File: src/rtl/wavegen_frame_decoder_if.sv
// Byte-stream input and wavegen record output of the frame decoder.
// The decoder connects through the master modport; the byte source and the record consumer use slave.
interface wavegen_frame_decoder_if #(
  parameter int N_CHANNELS = 16
);
  localparam int CH_W = (N_CHANNELS > 1) ? $clog2(N_CHANNELS) : 1;

  logic [7:0]            in_data;
  logic                  in_valid;
  logic                  in_ready;
  logic [375:0]          wg_data;
  logic [CH_W-1:0]       wg_channel;
  logic                  wg_valid;
  logic                  wg_ready;
  logic [N_CHANNELS-1:0] env_reset;
  logic                  frame_err;

  modport master (
    input  in_data, in_valid, wg_ready,
    output in_ready, wg_data, wg_channel, wg_valid, env_reset, frame_err
  );

  modport slave (
    output in_data, in_valid, wg_ready,
    input  in_ready, wg_data, wg_channel, wg_valid, env_reset, frame_err
  );
endinterface

File: src/rtl/wavegen_frame_decoder.sv
// Decodes 50-byte synth-control frames (sync, channel, 47 payload bytes, XOR checksum)
// into one wavegen record per checksum-valid frame.
module wavegen_frame_decoder #(
  parameter int N_CHANNELS         = 16,
  parameter int TIMEOUT            = 4096,
  parameter int ENVELOPE_RESET_BIT = 0
) (
  input  logic                    clk,
  input  logic                    rstn,
  wavegen_frame_decoder_if.master bus
);
  localparam int               CH_W         = (N_CHANNELS > 1) ? $clog2(N_CHANNELS) : 1;
  localparam int               TMO_W        = (TIMEOUT > 1) ? $clog2(TIMEOUT) : 1;
  localparam int               REC_W        = 376;
  localparam int               CMDS_LSB     = REC_W - 56;
  localparam logic [TMO_W-1:0] TMO_LAST     = TMO_W'(TIMEOUT - 1);
  localparam logic [5:0]       LAST_PAYLOAD = 6'd46;
  localparam logic [7:0]       SYNC         = 8'hA5;

  typedef enum logic [2:0] {
    S_HUNT,
    S_CHAN,
    S_PAYLOAD,
    S_CHECK,
    S_OUTPUT
  } state_e;

  state_e                  state_q,      state_d;
  logic [5:0]              byte_cnt_q,   byte_cnt_d;
  logic [TMO_W-1:0]        tmo_q,        tmo_d;
  logic [7:0]              xor_q,        xor_d;
  logic [REC_W-1:0]        shadow_q,     shadow_d;
  logic [CH_W-1:0]         chan_q,       chan_d;
  logic [REC_W-1:0]        wg_data_q,    wg_data_d;
  logic [CH_W-1:0]         wg_channel_q, wg_channel_d;
  logic [N_CHANNELS-1:0]   env_reset_q,  env_reset_d;
  logic                    frame_err_q,  frame_err_d;

  logic accept;
  logic in_frame;

  assign accept   = bus.in_valid && (state_q != S_OUTPUT);
  assign in_frame = (state_q == S_CHAN) || (state_q == S_PAYLOAD) || (state_q == S_CHECK);

  // NOTE: every variable gets its default before any branch; a path that leaves one unassigned infers a latch.
  always_comb begin
    state_d      = state_q;
    byte_cnt_d   = byte_cnt_q;
    tmo_d        = '0;
    xor_d        = xor_q;
    shadow_d     = shadow_q;
    chan_d       = chan_q;
    wg_data_d    = wg_data_q;
    wg_channel_d = wg_channel_q;
    env_reset_d  = '0;
    frame_err_d  = 1'b0;

    // Idle-gap watchdog; an accepted byte in the same cycle always wins.
    if (in_frame && !accept) begin
      if (tmo_q == TMO_LAST) begin
        frame_err_d = 1'b1;
        state_d     = S_HUNT;
      end else begin
        tmo_d = tmo_q + TMO_W'(1);
      end
    end

    case (state_q)
      S_HUNT: begin
        if (accept && bus.in_data == SYNC) state_d = S_CHAN;
      end
      S_CHAN: begin
        if (accept) begin
          xor_d = bus.in_data;
          if ({24'd0, bus.in_data} >= 32'(N_CHANNELS)) begin
            frame_err_d = 1'b1;
            state_d     = S_HUNT;
          end else begin
            chan_d     = bus.in_data[CH_W-1:0];
            byte_cnt_d = '0;
            state_d    = S_PAYLOAD;
          end
        end
      end
      S_PAYLOAD: begin
        if (accept) begin
          shadow_d   = {shadow_q[REC_W-9:0], bus.in_data};
          xor_d      = xor_q ^ bus.in_data;
          byte_cnt_d = byte_cnt_q + 6'd1;
          if (byte_cnt_q == LAST_PAYLOAD) state_d = S_CHECK;
        end
      end
      S_CHECK: begin
        if (accept) begin
          if (bus.in_data == xor_q) begin
            wg_data_d    = shadow_q;
            wg_channel_d = chan_q;
            state_d      = S_OUTPUT;
          end else begin
            frame_err_d = 1'b1;
            state_d     = S_HUNT;
          end
        end
      end
      S_OUTPUT: begin
        if (bus.wg_ready) begin
          if (wg_data_q[CMDS_LSB + ENVELOPE_RESET_BIT]) env_reset_d[wg_channel_q] = 1'b1;
          state_d = S_HUNT;
        end
      end
      default: state_d = S_HUNT;
    endcase
  end

  // NOTE: sequential state uses non-blocking assignments so every flop samples pre-edge values.
  always_ff @(posedge clk or negedge rstn) begin
    if (!rstn) begin
      state_q      <= S_HUNT;
      byte_cnt_q   <= '0;
      tmo_q        <= '0;
      xor_q        <= '0;
      shadow_q     <= '0;
      chan_q       <= '0;
      wg_data_q    <= '0;
      wg_channel_q <= '0;
      env_reset_q  <= '0;
      frame_err_q  <= 1'b0;
    end else begin
      state_q      <= state_d;
      byte_cnt_q   <= byte_cnt_d;
      tmo_q        <= tmo_d;
      xor_q        <= xor_d;
      shadow_q     <= shadow_d;
      chan_q       <= chan_d;
      wg_data_q    <= wg_data_d;
      wg_channel_q <= wg_channel_d;
      env_reset_q  <= env_reset_d;
      frame_err_q  <= frame_err_d;
    end
  end

  assign bus.in_ready   = (state_q != S_OUTPUT);
  assign bus.wg_valid   = (state_q == S_OUTPUT);
  assign bus.wg_data    = wg_data_q;
  assign bus.wg_channel = wg_channel_q;
  assign bus.env_reset  = env_reset_q;
  assign bus.frame_err  = frame_err_q;
endmodule

File: src/flat_wrapper.sv
// flat-port wrapper written by rule: the top's interface ports become plain ports
module wavegen_frame_decoder_flat 
#(
  parameter int N_CHANNELS         = 16,
  parameter int TIMEOUT            = 4096,
  parameter int ENVELOPE_RESET_BIT = 0
)
  (clk, rstn, bus_in_data, bus_in_valid, bus_wg_ready, bus_in_ready, bus_wg_data, bus_wg_channel, bus_wg_valid, bus_env_reset, bus_frame_err);
  wavegen_frame_decoder_if #(.N_CHANNELS(N_CHANNELS)) bus_i ();
  input  logic clk;
  input  logic rstn;
  input wire logic [$bits(bus_i.in_data)-1:0] bus_in_data;
  input wire logic [$bits(bus_i.in_valid)-1:0] bus_in_valid;
  input wire logic [$bits(bus_i.wg_ready)-1:0] bus_wg_ready;
  output wire logic [$bits(bus_i.in_ready)-1:0] bus_in_ready;
  output wire logic [$bits(bus_i.wg_data)-1:0] bus_wg_data;
  output wire logic [$bits(bus_i.wg_channel)-1:0] bus_wg_channel;
  output wire logic [$bits(bus_i.wg_valid)-1:0] bus_wg_valid;
  output wire logic [$bits(bus_i.env_reset)-1:0] bus_env_reset;
  output wire logic [$bits(bus_i.frame_err)-1:0] bus_frame_err;
  assign bus_i.in_data = bus_in_data;
  assign bus_i.in_valid = bus_in_valid;
  assign bus_i.wg_ready = bus_wg_ready;
  assign bus_in_ready = bus_i.in_ready;
  assign bus_wg_data = bus_i.wg_data;
  assign bus_wg_channel = bus_i.wg_channel;
  assign bus_wg_valid = bus_i.wg_valid;
  assign bus_env_reset = bus_i.env_reset;
  assign bus_frame_err = bus_i.frame_err;
  wavegen_frame_decoder #(.N_CHANNELS(N_CHANNELS), .TIMEOUT(TIMEOUT), .ENVELOPE_RESET_BIT(ENVELOPE_RESET_BIT)) u_core (.clk(clk), .rstn(rstn), .bus(bus_i));
endmodule
File: config.mk
export PLATFORM = sky130hd
export DESIGN_NAME = wavegen_frame_decoder_flat
export DESIGN_NICKNAME = d
export VERILOG_FILES = /design/src/rtl/wavegen_frame_decoder_if.sv /design/src/rtl/wavegen_frame_decoder.sv /design/src/flat_wrapper.sv
export SDC_FILE = /design/constraint.sdc
export NUM_CORES = 1
export LEC_CHECK = 0
export ABC_CLOCK_PERIOD_IN_PS = 2200
export CORE_MARGIN = 1
export CORE_UTILIZATION = 45
export DETAILED_ROUTE_END_ITERATION = 7
export GPL_TIMING_DRIVEN = 0
export PLACE_DENSITY = 0.67
export SYNTH_ARGS = -nofsm -noshare
export SYNTH_HDL_FRONTEND = slang
export SYNTH_SLANG_ARGS = --single-unit
File: constraint.sdc
create_clock -name clk -period 2.2 [get_ports clk]
set_clock_uncertainty 0.05 [all_clocks]
set_input_delay 0.44 -clock clk [delete_from_list [all_inputs] [get_ports clk]]
set_output_delay 0.44 -clock clk [all_outputs]
set_load 0.005 [all_outputs]
==> impl_metrics.toml <==
[die]
initial_core_util_pct = 45.5
row_count = 95
die_w_um = 263
fp.dieH_um = 263
die-area_mm2 = 0.0689
core_mm2 = 0.0672
ios = 411

[pwr]
ir_drop_mv = 0.713
power_mw = 31.2
p_leak_nw = 20.9
p_per_area_mw_per_mm2 = 764

[synth]
ys.flop_type = "dfrtp_1"
synth_edf_count = 0
async_flop_share_pct = 100
ys_warn_count = 0
seq_area_frac_synth_pct = 66.0
synth_fp_nets = 2682
yosysUniqueCellTypes = 41
postSynthCellCount = 2667
syn_avg_cell_area_um2 = 11.5
ys_ff_latch = 806
synth_area_mm2 = 0.0305

[outcome]
status = "finished with violations"
violations = "negative hold slack, negative setup slack"

[final_layout]
fillers = 5186
area_growth_pct = 33.7
utilization_pct = 60.8
drive_above_1_share_pct = 19.0
num_antenna_cells = 0
fin_nets = 3221
final_area_mm2 = 0.0408

[clocking]
cts_tree = "built"
cts_root_buf = "clkbuf_16"
clk_pin_slew_worst_paths_ps = 60
clk_latency_ps = 640
cts_buffer_depth = 3
cts_sinks = 806
cts-htree-levels = 3
cts_buffers = 83

[sta]
finalSetupViolCount = 312
finalSetupTns_ps = -10790
tightest_slew_ps = 753
finalHoldViolations = 71
slew_violations = 0
fmax_ghz = 0.437
setup_slack_ps = -87.4
relSlewSlack_pct = 49.3
period_share_pct = 104
finalCriticalPeriod_ps = 2290
rsz0062_at_grt = "yes"
holdWs_ps = -272

[detailed_routing]
drtIter0Drc = 1549
wl_um = 80100
ant_nets = 0
via_per_inst = 5.06
drc = 0
via_count = 21000
wl_per_cell_um = 19.3
firstDrtPassIters = 5

[placement]
io_buffer_count = 402
gp_congestion = 0.823
dpl-instance-area_mm2 = 0.0359
dp_worst_setup_slack_ps = -1640
hpwl_um = 53500

[global_route]
antenna_found_initial = 0
overflow = 0
grt_pass1_wl_um = 123000
track_usage_pct = 22.6
grt_pass1_vias = 21800
grt_max_degree = 128

[hold_path]
hold_class = "input port to async pin"

[worst_setup_path]
worst_ep_required_time_ps = 2660
cp_max_fo = 8
r2r_start = "u_core.xor_q[7]"
crit_start = "u_core.xor_q[7]"
arrival_ps = 2750
crit_type = "flop to flop"
critPathLaunchType = "flop"
worstSetupEndpointType = "flop"

[flow_run]
drv_cap = 0
cell type report:
class	count	area [um2]	share of cell area [%]
buffer	141	1200	2.95
multi-input combinational	1709	10300	25.3
inverter	5	18.8	0.0459
sequential	806	20200	49.4
clock inverter	31	425	1.04
clock buffer	118	2450	6.00
tap	873	1090	2.67
timing repair buffer	460	5160	12.6
critical path, cell delays in order, from the launching register on:
cell       delay (ps)
dfrtp_1           420
xnor2_1           230
nand3_2           150
nor4_4            280
buf_6             170
buf_12            150
clkbuf_16         210
clkbuf_16         160
mux2_2            320
flip-flops by register name (all words and copies together) (netlist names):
register,cells
u_core.bus.env_reset,16
u_core.bus.frame_err,1
u_core.bus.wg_channel,4
u_core.bus.wg_data,376
u_core.byte_cnt_q,6
u_core.chan_q,4
u_core.shadow_q,376
u_core.state_q,3
u_core.tmo_q,12
u_core.xor_q,8
what timing repair did:
action,4_1_cts,5_1_grt
setup endpoints to repair,725,771
buffers inserted,19,4
resized for setup,146,270
hold endpoints to repair,71,71
cloned,4,25
pin swaps,4,4
through the flow:
step                      instances  hold WS [ps]
after floorplan                2667          94.4
after global placement         3942           406
after detailed placement       3949           392
after CTS                      4118          -282
after global routing           4143          -254
final                          4143          -272
per-layer routing:
layer / wire length (um) / GRT usage [%]
met3: 5830 / 6.93
met1: 33400 / 28.6
met5: 0 / 0
met2: 39000 / 37.0
met4: 1950 / 7.19
cell families after synthesis:
group | Yosys count | synth area share (%)
muxes | 380 | 14.0
and+or+nand+nor | 1257 | 16.0
adders and majority gates | 3 | 0.123
AOI/OAI and AO/OA | 53 | 1.10
DFF | 806 | 66.0
xor gates and xnor gates | 16 | 0.459
buffers and inverters | 152 | 2.25
cells in the mapped netlist, drive strengths merged, types with 4 or more instances:
cell	n	area (um2)
a31oi	9	56.3
nor3	4	20.0
o21ai	7	35.0
inv	5	18.8
nand4	5	31.3
nand4b	4	35.0
nor2	45	169
buf	48	297
a211oi	8	60.1
a21oi	15	75.1
nand3	11	55.1
or3	5	31.3
nand2	1153	4330
clkbuf	99	372
nand2b	12	75.1
o31ai	9	67.6
mux2	380	4280
xnor2	13	114
dfrtp	806	20200
where the power goes:
part           switching [mW]  total [mW]  internal, mW  leakage, nW
Sequential              0.355        15.5          15.2         11.2
Combinational           0.763        1.07         0.304         8.28
Clock                    5.96        14.6          8.64         1.41
final timing paths:
path | to | cells past startpoint | slack [ps]
worst max-delay path | u_core.bus.wg_data[125] | 8 | -90
worst min-delay path | u_core.tmo_q[9] | 1 | -270
worst max register to register | u_core.bus.wg_data[125] | 8 | -90
worst min register to register | u_core.shadow_q[299] | 2 | 420
max in group asynchronous | u_core.bus.wg_data[198] | 4 | 480
min in group clk | u_core.shadow_q[5] | 3 | 110
cells in the final DEF (no fill, tap or decap), types with 7 or more instances in the layout:
cell / count
bufinv_16: 7
buf_16: 12
o31ai_1: 9
mux2_1: 67
buf_4: 19
nand3_1: 10
nand2_1: 1152
dfrtp_1: 803
clkbuf_16: 107
clkbuf_8: 23
dlymetal6s2s_1: 7
buf_6: 7
xnor2_1: 11
a31oi_1: 9
mux2_2: 156
o21ai_0: 7
mux2_4: 157
a211oi_1: 8
clkdlybuf4s50_1: 392
nand2b_1: 12
clkbuf_1: 52
nor2_1: 44
a21oi_1: 15
buf_12: 34
clkbuf_2: 54
clkinv_2: 13
(Power assumes the default switching activity.)
